[src/rtl/result_scoreboard.sv]
// Scores one-hot argmax results against ground-truth labels over a run of NUM_SAMPLES samples.
// Latency: pred_idx/hit/pred_valid and the counters update on the accept edge (1 cycle).
// Backpressure: ready only in RUN, and it drops immediately after the final accept.
// Ports: clk, rst (async active-low); start pulse; maxi/maxi_valid/label sample input;
//        ready/busy/done status; pred_idx/pred_valid/hit per-sample result;
//        correct_cnt/sample_cnt run counters; onehot_err sticky malformed-input flag.
module result_scoreboard #(
   parameter int NUM_CLASSES = 10,
   parameter int NUM_SAMPLES = 750,
   parameter int CNT_W       = 10
) (
   input  logic                   clk,
   input  logic                   rst,
   input  logic                   start,
   input  logic [NUM_CLASSES-1:0] maxi,
   input  logic                   maxi_valid,
   input  logic [3:0]             label,
   output logic                   ready,
   output logic [3:0]             pred_idx,
   output logic                   pred_valid,
   output logic                   hit,
   output logic [CNT_W-1:0]       correct_cnt,
   output logic [CNT_W-1:0]       sample_cnt,
   output logic                   onehot_err,
   output logic                   busy,
   output logic                   done
);

   // Elaboration-time sanity checks on the parameter set.
   if (NUM_CLASSES != 10) begin : g_bad_classes
      $error("result_scoreboard: encoder supports exactly 10 classes");
   end
   if ((NUM_SAMPLES < 1) || (NUM_SAMPLES > ((1 << CNT_W) - 1))) begin : g_bad_samples
      $error("result_scoreboard: NUM_SAMPLES must fit in CNT_W bits");
   end

   localparam logic [CNT_W-1:0]       LAST_CNT = CNT_W'(NUM_SAMPLES);
   localparam logic [NUM_CLASSES-1:0] ONE      = {{(NUM_CLASSES-1){1'b0}}, 1'b1};

   typedef enum logic [1:0] {
      S_IDLE,
      S_RUN,
      S_DONE
   } state_t;

   state_t state;
   state_t state_nxt;

   logic       accept;
   logic       clear;
   logic [3:0] enc_idx;
   logic       enc_bad;
   logic       enc_hit;

   // Lowest set bit wins: scan from the top so lower indices overwrite.
   always_comb begin
      enc_idx = 4'hF;
      for (int i = NUM_CLASSES - 1; i >= 0; i--) begin
         if (maxi[i]) begin
            enc_idx = 4'(i);
         end
      end
   end

   // Malformed if empty, or if clearing the lowest set bit leaves anything behind.
   assign enc_bad = (maxi == '0) || ((maxi & (maxi - ONE)) != '0);

   // Labels 10..15 can never match, even against the 4'hF produced by an empty input.
   assign enc_hit = (enc_idx == label) && (label <= 4'd9);

   // State register.
   always_ff @(posedge clk or negedge rst) begin
      if (!rst) begin
         state <= S_IDLE;
      end else begin
         state <= state_nxt;
      end
   end

   // Next state and status outputs.
   always_comb begin
      state_nxt = state;
      ready     = 1'b0;
      busy      = 1'b0;
      done      = 1'b0;
      clear     = 1'b0;
      case (state)
         S_IDLE: begin
            if (start) begin
               clear     = 1'b1;
               state_nxt = S_RUN;
            end
         end
         S_RUN: begin
            busy = 1'b1;
            // Once the final sample has been counted, refuse further samples while
            // the state machine steps to DONE, so a held maxi_valid cannot over-count.
            ready = (sample_cnt != LAST_CNT);
            if (sample_cnt == LAST_CNT) begin
               state_nxt = S_DONE;
            end
         end
         S_DONE: begin
            done = 1'b1;
            if (start) begin
               clear     = 1'b1;
               state_nxt = S_RUN;
            end
         end
         default: begin
            state_nxt = S_IDLE;
         end
      endcase
   end

   assign accept = maxi_valid && ready;

   // Per-sample result registers and run counters.
   always_ff @(posedge clk or negedge rst) begin
      if (!rst) begin
         pred_idx    <= 4'h0;
         pred_valid  <= 1'b0;
         hit         <= 1'b0;
         correct_cnt <= '0;
         sample_cnt  <= '0;
         onehot_err  <= 1'b0;
      end else begin
         pred_valid <= accept;
         if (clear) begin
            // ready is low outside RUN, so a sample arriving with start is never accepted.
            correct_cnt <= '0;
            sample_cnt  <= '0;
            onehot_err  <= 1'b0;
         end else if (accept) begin
            pred_idx   <= enc_idx;
            hit        <= enc_hit;
            sample_cnt <= sample_cnt + 1'b1;
            if (enc_hit) begin
               correct_cnt <= correct_cnt + 1'b1;
            end
            if (enc_bad) begin
               onehot_err <= 1'b1;
            end
         end
      end
   end

endmodule

[config.mk]
export PLATFORM = sky130hd
export DESIGN_NAME = result_scoreboard
export DESIGN_NICKNAME = d
export VERILOG_FILES = /design/src/rtl/result_scoreboard.sv
export SDC_FILE = /design/constraint.sdc
export NUM_CORES = 1
export LEC_CHECK = 0
export ABC_CLOCK_PERIOD_IN_PS = 4310
export BUFFER_PORTS_ARGS = -buffer_cell sky130_fd_sc_hd__buf_4
export CAP_MARGIN = 20
export CORE_ASPECT_RATIO = 1.1
export CORE_MARGIN = 3
export CORE_UTILIZATION = 56
export DETAILED_ROUTE_END_ITERATION = 8
export GPL_TIMING_DRIVEN = 1
export HOLD_SLACK_MARGIN = 0.08
export PLACE_DENSITY = 0.92
export SETUP_SLACK_MARGIN = 0.02
export SLEW_MARGIN = 20
export SYNTH_ARGS = -nofsm -noshare
export SYNTH_HDL_FRONTEND = slang
export SYNTH_SLANG_ARGS = --single-unit
[constraint.sdc]
create_clock -name clk -period 4.31 [get_ports clk]
set_input_delay 0.2155 -clock clk [delete_from_list [all_inputs] [get_ports clk]]
set_output_delay 0.2155 -clock clk [all_outputs]
set_load 0.005 [all_outputs]
Word-level counts from Yosys, hierarchy flattened:

Index checks and enable logic that the tools add are counted.

* muxes and demuxes: 26
* equality and inequality tests: 7
* $lt $le $gt $ge: 1
* bitwise operators: 2
* reductions and logical operators: 14
* add/sub/neg operators: 3

Operators with widths (number)
* $mux 10: 5
* $mux 4: 8
* $add 10x1->10 const B: 2
* $and 10x10->10: 1
* $eq 10x10->1 const B: 1
* $logic_not 10->1: 1
* $ne 10x10->1 const B: 1
* $reduce_bool 10->1: 1
* $sub 10x1->10 const B: 1
* $mux 1: 8
* $reduce_and 2->1: 4
* $mux 3: 2
* $reduce_bool 2->1: 3
* $eq 4x4->1: 1
* $le 4x4->1 const B: 1
* $mux 2: 2
* $pmux 2 s2: 1
* $eq 2x1->1 const B: 1
* $eq 2x2->1 const B: 1
* $logic_and 1x1->1: 2
* $logic_not 2->1: 1
* $ne 2x1->1 const B: 1
* $ne 2x2->1 const B: 1
* $reduce_or 2->1: 1
* 2 further kinds: 2

* output and inout bits: 30
* word-level logic and storage cells: 60
* flip-flop bits (word level): 29
* bits of input ports: 18

Depth between registers and ports, before layout:

* depth in word-level cells: 15
* gate-level depth with buffers: 10
* mapped depth without buffers: 10

Least setup slack after synthesis:

Ideal clock, no wire load.

* kind: input to register
* from: in maxi[3]
* to: reg correct_cnt[5]
* stages: 7
* arrival time: 2128 ps
* required time: 4228 ps
* path slack: 2100 ps
* path buffers: 1
* library setup time: 82 ps
* cells stage by stage: or4_4 > buf_6 > o41ai_4 > o21ai_2 > a211o_1 > or3_1 > a31oi_1

* word-level cells in the longest chain between the ends: 8

RTL lines
* start: declaration: RTL line 15 `input logic [NUM_CLASSES-1:0] maxi,`
* $mux 4 (4 in series): RTL line 59 `if (maxi[i]) begin`
* $eq 4x4->1: RTL line 69 `assign enc_hit = (enc_idx == label) && (label <= 4'd9);`
* $logic_and 1x1->1: RTL line 69
* $reduce_bool 2->1 (no line)
* $reduce_and 2->1 (no line)
* end signal: assignment: RTL line 139 `correct_cnt <= correct_cnt + 1'b1;`
* end: declaration: RTL line 22 `output logic [CNT_W-1:0] correct_cnt,`

Every way passes these cells.
A chain may end at the register's enable or synchronous reset.

Worst setup path after layout:

* from: reg sample_cnt[0]
* to: reg correct_cnt[4]

* word-level cells in the longest chain between the ends: 5

RTL lines
* start: declaration: RTL line 23 `output logic [CNT_W-1:0] sample_cnt,`
* start signal: assignment: RTL line 137 `sample_cnt <= sample_cnt + 1'b1;`
* $ne 10x10->1: RTL line 98 `ready = (sample_cnt != LAST_CNT);`
* $mux 1: RTL line 87 `case (state)`
* $logic_and 1x1->1: RTL line 116 `assign accept = maxi_valid && ready;`
* $reduce_bool 2->1 (no line)
* $reduce_and 2->1 (no line)

Every way passes these cells.

==> run_results.csv <==
group,metric,value,unit
outcome,status,"finished clean",
setup_path,crit_required,4550,ps
power_and_ir_drop,p_clk_frac,0.269,
timing,setup_violations,0,
timing,period_minus_slack,2405,ps
clocking,cts_setup_buffers,0,
clocking,cts_root_buf,"clkbuf_4",
power_and_ir_drop,ir_drop,0.3355,mV
setup_path,cpPeakStageDelay,580,ps
timing,finalCritPeriodShare,0.5580,
global_routing,grt_pass1_vias,1647,
cells_and_area,final_cells,278,
setup_path,crit_fanout,17,
logic_synthesis,synth_edf_count,0,
global_routing,grt-ovfl-total,0,
global_routing,grt_pass1_wl,6831,um
floorplanning,fp.dieH,64.01,um
cells_and_area,nets,265,
logic_synthesis,ys_seq_elements,29,
setup_path,path_class,"reg -> reg",
logic_synthesis,yosysTopAreaCell,"dfrtp_1",
floorplanning,die_w,58.73,um
logic_synthesis,synthArstFlopShare,1.000,
setup_path,cp_top_family,"compound AO/OA/AOI/OAI gates",
timing,final.setup.worst_slack,1905,ps
logic_synthesis,synth_cell_types,43,
floorplanning,initial_utilization,0.6004,
drt,drtAntennaViolNets,0,
cells_and_area,area_growth,26.59,%
cells_and_area,n_fill_cell,236,
setup_path,crit_buf_inv,1,
logic_synthesis,yosysTopAreaCellShare,0.4237,
cells_and_area,drive_gt1_frac,0.2531,
floorplanning,ios,48,
drt,drc,0,
timing,final_hold_viol_count,0,
place,dp_hpwl,2993,um
power_and_ir_drop,total_power,0.0007208,W
drt,routed_wl,3900,um
timing,final_max_slew_viol_count,0,
logic_synthesis,syn_avg_cell_area,8.921,um2
setup_path,worst_setup_path_start_kind,"flop",
place,io_buffers,47,
drt,first_iter_violations,51,
floorplanning,die_area,3759,um2
cells_and_area,antenna_cells,0,
global_routing,antenna_found_initial,0,
drt,dr.pass1.iters,4,
place,dp_cells,269,
logic_synthesis,netlist_instances,192,
logic_synthesis,yosysSeqAreaShare,0.4237,
place,post-place-ws,1877,ps
floorplanning,placementRows,20,
cells_and_area,post-route-util,0.7601,
clocking,cts_made_buffers,5,
power_and_ir_drop,swShare,0.3144,
setup_path,worstPathArrival,2650,ps
global_routing,track_usage,0.2371,
power_and_ir_drop,seqPwrFrac,0.478,
clocking,ctsResizeCount,0,
clocking,cts_buffer_depth,2,
clocking,clk_latency,350,ps
logic_synthesis,synth_area_leaders,"dfrtp_1, nor2_1, nand2_1",
global_routing,grt_max_degree,30,
setup_path,crit_path_frequent_cell,"nand2_1",
clocking,cts_htree_levels,2,
power_and_ir_drop,p_per_area,332.4,nW/um2
logic_synthesis,syn_nets,213,
drt,vias,1599,
setup_path,end_kind,"flop",
clocking,cts_tree,"done",
clocking,path_clk_slew,90,ps
timing,finClkSkew,13.15,ps
setup_path,worstPathCellList,"inv_1 -> ha_1 -> nand2_1 -> o31a_1 -> nand2_1 -> a211oi_2 -> a31oi_1 -> a31o_1",
clocking,cts_sinks,29,
timing,fmax,0.4158,GHz
logic_synthesis,netlist_area,1713,um2
min_path,min_path_type,"in -> reg",
drt,vias_per_cell,5.752,
setup_path,critPathSlowestCell,"a211oi_2",
power_and_ir_drop,p_leak,1.108,nW
timing,max_slew.worst_pin.slew,651.1,ps
logic_synthesis,ys.flop_type,"dfrtp_1",
floorplanning,core_area,2853,um2
drt,drt-wirelength-per-cell,14.03,um
power_and_ir_drop,power_frac_comb,0.253,
place,gp_congestion,0.8036,
timing,slew-limit-headroom,0.5643,
timing,fin_tns_setup,0,ps
power_and_ir_drop,switchingPower,0.0002266,W
timing,rsz0062_at_grt,"false",
flow_run,drv_cap,0,
power_and_ir_drop,internal-power,0.0004942,W
logic_synthesis,yosys_warnings,0,
[cells by family after synthesis]
| group | Yosys count | share of synthesized area |
|---|---|---|
| AO/OA/AOI/OAI | 33 | 0.1454 |
| XOR/XNOR | 9 | 0.04602 |
| adder cells (fa/ha/maj) | 4 | 0.02776 |
| buffers and inverters | 14 | 0.03506 |
| flip-flops | 29 | 0.4237 |
| multiplexers | 8 | 0.04748 |
| AND/OR/NAND/NOR | 95 | 0.2747 |
[synthesized netlist by cell type, types with 2 or more instances]
library cell,instances
nor3_1,4
or3_1,2
a31oi_1,5
a31o_1,2
nor2b_1,2
nand2b_1,7
o31ai_1,3
or2_1,2
o21ai_0,2
nor4_1,3
inv_1,10
and3_1,10
mux2i_1,7
o211ai_1,2
or4_1,2
nand3_1,8
dfrtp_1,29
o21ai_1,6
nor2_1,27
xor2_1,6
ha_1,3
nand2_1,23
clkbuf_1,2
a21oi_1,4
xnor2_1,3
[per-stage QoR]
| step | hold slack, ps | area, um2 |
|---|---|---|
| 2_1_floorplan | -80.09 | 1713 |
| 3_3_place_gp | 154.5 | 2088 |
| 3_5_place_dp | 155.0 | 2088 |
| 4_1_cts | 84.63 | 2168 |
| 5_1_grt | 86.92 | 2168 |
| 6_report | 85.16 | 2168 |
[cell type report]
cell class	instances	area [um2]	share of cell area
Clock inverter	1	5.005	0.002308
Timing Repair Buffer	48	362.8	0.1673
Tap cell	33	41.29	0.01904
Sequential cell	29	725.7	0.3347
Inverter	11	41.29	0.01904
Clock buffer	7	65.06	0.03001
Multi-Input combinational cell	149	927.1	0.4276
[layer usage]
metal / wire length (um) / part of all wire / track usage / up-vias
li1: - / - / - / 786
met1: 1602 / 0.41 / 0.2638 / 755
met2: 1991 / 0.51 / 0.4130 / 51
met3: 240 / 0.062 / 0.03838 / 7
met4: 65 / 0.017 / 0.1388 / 0
met5: 0 / 0 / 0 / -
[power groups by stage]
stage          Clock (W)  Sequential (W)  Combinational (W)
2_1_floorplan          0        0.000347          0.0000838
5_1_grt         0.000212        0.000352           0.000202
6_report        0.000194        0.000345           0.000183
4_1_cts         0.000196        0.000344           0.000185
3_5_place_dp           0        0.000351           0.000181
3_3_place_gp           0        0.000349           0.000175
[repair_timing]
action                                  4_1_cts  5_1_grt
hold buffers                                  1        0
endpoints found under the setup margin        0        0
hold endpoints to repair                     29        0
[registers in the layout, summed over array words and instances (netlist names)]
register     flops
sample_cnt      10
pred_valid       1
hit              1
correct_cnt     10
pred_idx         4
onehot_err       1
state            2
[final timing paths]
kind	startpoint	end	slack [ps]	depth (start not counted)
worst max-delay path	sample_cnt[0]$_DFFE_PN0P_	correct_cnt[4]$_DFFE_PN0P_	1910	8
worst min-delay path	maxi[0]	pred_idx[0]$_DFFE_PN0P_	90	2
worst max register to register	sample_cnt[0]$_DFFE_PN0P_	correct_cnt[4]$_DFFE_PN0P_	1910	8
worst min register to register	onehot_err$_DFFE_PN0P_	onehot_err$_DFFE_PN0P_	500	2
max in group asynchronous	rst	sample_cnt[0]$_DFFE_PN0P_	3700	2
min in group asynchronous	rst	sample_cnt[5]$_DFFE_PN0P_	330	2
[placed cells by master, fill, tap and decap left out, drive strengths merged, types with 4 or more instances in the layout]
master | netlist | routed
a31oi | 5 | 5
dfrtp | 29 | 29
xor2 | 6 | 6
and3 | 10 | 10
o21ai | 9 | 9
nor3 | 4 | 4
inv | 11 | 11
nand2b | 7 | 7
nor2 | 27 | 27
mux2i | 7 | 7
clkbuf | 2 | 7
a21oi | 4 | 4
nand3 | 8 | 8
buf | 1 | 47
nand2 | 23 | 23
Note: power is estimated with default switching activity, not from simulation.
